## config.mk

```make
export PLATFORM = sky130hd
export DESIGN_NAME = paralelo_serial_link
export DESIGN_NICKNAME = d
export VERILOG_FILES = /design/src/rtl/paralelo_serial_link.sv
export SDC_FILE = /design/constraint.sdc
export NUM_CORES = 1
export LEC_CHECK = 0
export ABC_AREA = 1
export BUFFER_PORTS_ARGS = -buffer_cell sky130_fd_sc_hd__buf_2
export CAP_MARGIN = 20
export CORE_ASPECT_RATIO = 0.75
export CORE_MARGIN = 3
export CORE_UTILIZATION = 40
export DETAILED_ROUTE_END_ITERATION = 8
export GPL_ROUTABILITY_DRIVEN = 0
export PLACE_DENSITY = 0.62
export REMOVE_ABC_BUFFERS = 1
export SKIP_LAST_GASP = 1
export SLEW_MARGIN = 20
export SYNTH_ARGS = -nofsm -noshare
export SYNTH_HDL_FRONTEND = slang
export SYNTH_SLANG_ARGS = --single-unit
```

## constraint.sdc

```tcl
create_clock -name clk -period 1.4 [get_ports clk]
set_clock_uncertainty 0.2 [all_clocks]
set_input_delay 0.42 -clock clk [delete_from_list [all_inputs] [get_ports clk]]
set_output_delay 0.42 -clock clk [all_outputs]
set_load 0.03 [all_outputs]
```

## src/rtl/paralelo_serial_link.sv

```systemverilog
// Parallel-to-serial transmitter and serial-to-parallel receiver sharing one clock.
// Both halves run free-running frame counters that stay in lockstep from reset.
module paralelo_serial_link #(
  parameter int WIDTH = 10,
  parameter int CNT_W = 4
) (
  input  logic             clk,
  input  logic             reset_L,
  input  logic [WIDTH-1:0] entradas,
  output logic             salida,
  input  logic             entrada,
  output logic [WIDTH-1:0] salidas
);

  localparam logic [CNT_W-1:0] LAST = CNT_W'(WIDTH - 1);

  logic [CNT_W-1:0] txCnt_q, txCnt_d;
  logic [WIDTH-2:0] txShift_q, txShift_d;
  logic             salida_q, salida_d;

  logic [CNT_W-1:0] rxCnt_q, rxCnt_d;
  logic [WIDTH-2:0] rxShift_q, rxShift_d;
  logic [WIDTH-1:0] salidas_q, salidas_d;
  logic             primed_q, primed_d;

  // Transmitter: load the word at frame start, then walk the held bits out MSB first.
  always_comb begin
    txCnt_d = (txCnt_q == LAST) ? '0 : txCnt_q + 1'b1;
    if (txCnt_q == '0) begin
      salida_d  = entradas[WIDTH-1];
      txShift_d = entradas[WIDTH-2:0];
    end else begin
      salida_d  = txShift_q[WIDTH-2];
      txShift_d = {txShift_q[WIDTH-3:0], 1'b0};
    end
  end

  // Receiver: the first frame boundary after reset only arms the output, since no full word exists yet.
  always_comb begin
    rxCnt_d   = (rxCnt_q == LAST) ? '0 : rxCnt_q + 1'b1;
    rxShift_d = {rxShift_q[WIDTH-3:0], entrada};
    salidas_d = salidas_q;
    primed_d  = primed_q;
    if (rxCnt_q == '0) begin
      primed_d = 1'b1;
      if (primed_q) begin
        salidas_d = {rxShift_q, entrada};
      end
    end
  end

  always_ff @(posedge clk) begin
    if (!reset_L) begin
      txCnt_q   <= '0;
      txShift_q <= '0;
      salida_q  <= 1'b0;
      rxCnt_q   <= '0;
      rxShift_q <= '0;
      salidas_q <= '0;
      primed_q  <= 1'b0;
    end else begin
      txCnt_q   <= txCnt_d;
      txShift_q <= txShift_d;
      salida_q  <= salida_d;
      rxCnt_q   <= rxCnt_d;
      rxShift_q <= rxShift_d;
      salidas_q <= salidas_d;
      primed_q  <= primed_d;
    end
  end

  assign salida  = salida_q;
  assign salidas = salidas_q;

endmodule

```

==> results.md <==
- Relative slew slack: 82.6%
- Gr usage total: 12.5%
- First-pass GRT wire length: 4570 um
- Top cell type's share of synthesized area: 46.3%
- Synth warn: 0
- Height of the chip: 61.5 um
- Die Area: 4920 um^2
- Startpoint Class: flop
- Area Overhead vs Synth: 27.5%
- Status: finished clean
- Final net count: 267
- Tmin final: 1.37 ns
- CP top delay family: flip-flops
- Register Area: 776 um^2
- Top-count cell post-synth: inv_1
- Final-report hold violation count: 0
- Static Leak: 1.03 nW
- Grt ovf: 0
- Sequential share of the synthesized area: 46.3%
- Vias/cell: 4.07
- Core area: 3800 um^2
- CP endpoint kind: output port
- Post-DP HPWL: 1940 um
- Final Non-Filler Cells: 299
- CTS Buffer Depth: 2
- Vias: 1218
- Slew @ Worst Pin: 0.260 ns
- Vias in the first global route: 1047
- Synthesized area per cell: 7.97 um^2
- Seq cells post-synth: 38
- Iteration-0 DRC Markers: 94
- Total number of H-tree levels: 2
- # IOs: 24
- DRC viols: 0
- Largest area contributor in the netlist: dfxtp_1
- Die X: 80 um
- CTS buffer count: 5
- Final setup fails: 0
- Clk_lat worst skew: 0.29 ns
- Area contributors post-synth: dfxtp_1, inv_1, nand2_1, nor2_2, nor2_1
- Max Slew Vio Count: 0
- Final wirelength: 2720 um
- WHS: 0.136 ns
- Crit path buf inv count: 1
- Layout fillers: 368
- Main flop type after synthesis: dfxtp_1
- Hold WC Path Type: in2reg
- Synth cell count leaders: inv_1, dfxtp_1, nand2_1
- Largest net degree at the start of global routing: 13
- Setup ws final: 0.0303 ns
- PortBufs: 23
- Max Cap Viol: 0
- Clk pin slew, worst setup/hold paths: 0.07 ns
- Layout cells sized above 1: 38.5%
- Diode count: 0
- Sink Count: 38
- Setup CP Type: reg2out
- CP max stage delay: 0.34 ns
- TritonRoute pass-1 iters: 4
- Clock root cell: clkbuf_8
- FP Rows: 19
- R2R setup slack: 0.11 ns
- Area of the multi-input gates: 654 um^2
- Worst path slowest cell: dfxtp_2
- Initial antenna violation count: 0
- Count of cell types in the netlist: 20
- Worst Path Arrival: 0.75 ns
- Post-synth EDFFs: 0
- Post-Synthesis Cells: 206
- Pre-CTS setup slack: -0.101 ns
- Initial core utilization: 43.2%
- CP max FO: 2
- Period utilization: 97.8%
- Crit-path cells: buf_6
- Async set or reset register ratio after synthesis: 0%
- Placed Cells incl. Taps: 284
- VDD IR-drop max: 655 uV
- CTS tree: built
- Mapped cell area: 1640 um^2
- RSZ-0062 raised after global routing: no
- Pwr per Cell Area: 1210 nW/um^2
- Fmax: 730 MHz
- Final ANT Viol Nets: 0
- Data required, critical path: 0.78 ns
- WL/cell: 9.08 um
## cell families (layout without fill, tap and decap cells)
group                    Yosys count  count (layout)  synth area share [%]
AND/OR/NAND/NOR                   92              92                  27.6
buffers and inverters             56              97                  14.8
flip-flops                        38              38                  46.3
AO/OA/AOI/OAI                     12              12                  5.71
adder cells (fa/ha/maj)            6               6                  4.57
XOR/XNOR                           2               2                  1.07
## through the flow
stage	utilization, %	power, mW	TNS (ns)	area (um^2)
after floorplan	-	1.57	-0.327	1580
after global placement	48.7	1.72	-0.632	1850
after detailed placement	48.7	1.72	-0.935	1850
after CTS	52.9	2.52	0	2010
after global routing	55.1	2.68	0	2090
final	55.1	2.53	0	2090
## registers in the layout, summed over array words and instances, names as in the netlist
signal and flops:
salida 1, rxCnt_q 4, salidas 10, primed_q 1, txCnt_q 4, txShift_q 9, rxShift_q 9
## layout by cell type (no fill, tap or decap)
cell and instances:
buf_4 18, nor2_2 19, nor2_1 20, dfxtp_2 12, nor2_4 1, buf_2 12
xnor2_1 2, clkbuf_2 1, ha_1 5, nand4_2 1, ha_4 1, nand2_1 36
nand2_2 1, clkbuf_8 6, dfxtp_1 26, inv_1 47, nand4_1 11, inv_2 2
buf_12 1, buf_6 10, a21oi_1 3, nand3_4 1, o21ai_2 9, nand3_1 2
## worst paths after layout
kind | cells after the start | from | end
max | 1 | salidas[5]$_SDFFE_PN0P_ | salidas[5]
min | 3 | entrada | rxShift_q[0]$_SDFF_PN0_
max reg2reg | 6 | txCnt_q[1]$_SDFF_PP0_ | txShift_q[1]$_SDFF_PN0_
min reg2reg | 2 | rxShift_q[6]$_SDFF_PN0_ | rxShift_q[7]$_SDFF_PN0_
## worst reg2reg max path, stage by stage (launching register included)
cell and delay (ns):
dfxtp_2 0.34, inv_1 0.07, ha_1 0.16, nand2_2 0.08
buf_4 0.16, o21ai_2 0.14, nor2_2 0.04
## layer usage
layer  part of all wire [%]  track usage, %
met3                    5.5            5.26
met2                     37            16.6
met1                     57            17.3
met5                      0               0
met4                   0.29            5.78
## power by group
part           switching (mW)  internal, mW
logic                   0.311         0.255
clock network           0.355         0.380
registers              0.0535          1.17
total                   0.719          1.81
## final cells by class
type,count,area share [%]
well taps,52,3.11
repair buffers,42,15.9
inverters,49,8.78
flip-flops and latches,38,37.0
clock buffers,6,3.94
multi-input cells,112,31.2
## what timing repair did
item / 4_1_cts / 5_1_grt
buffers inserted: 0 / 9
gates resized for setup: 31 / 6
hold buffers: 0 / 0
setup endpoints to repair: 21 / 15
pin swaps: 0 / 2
Note: power is estimated with default switching activity, not from simulation.
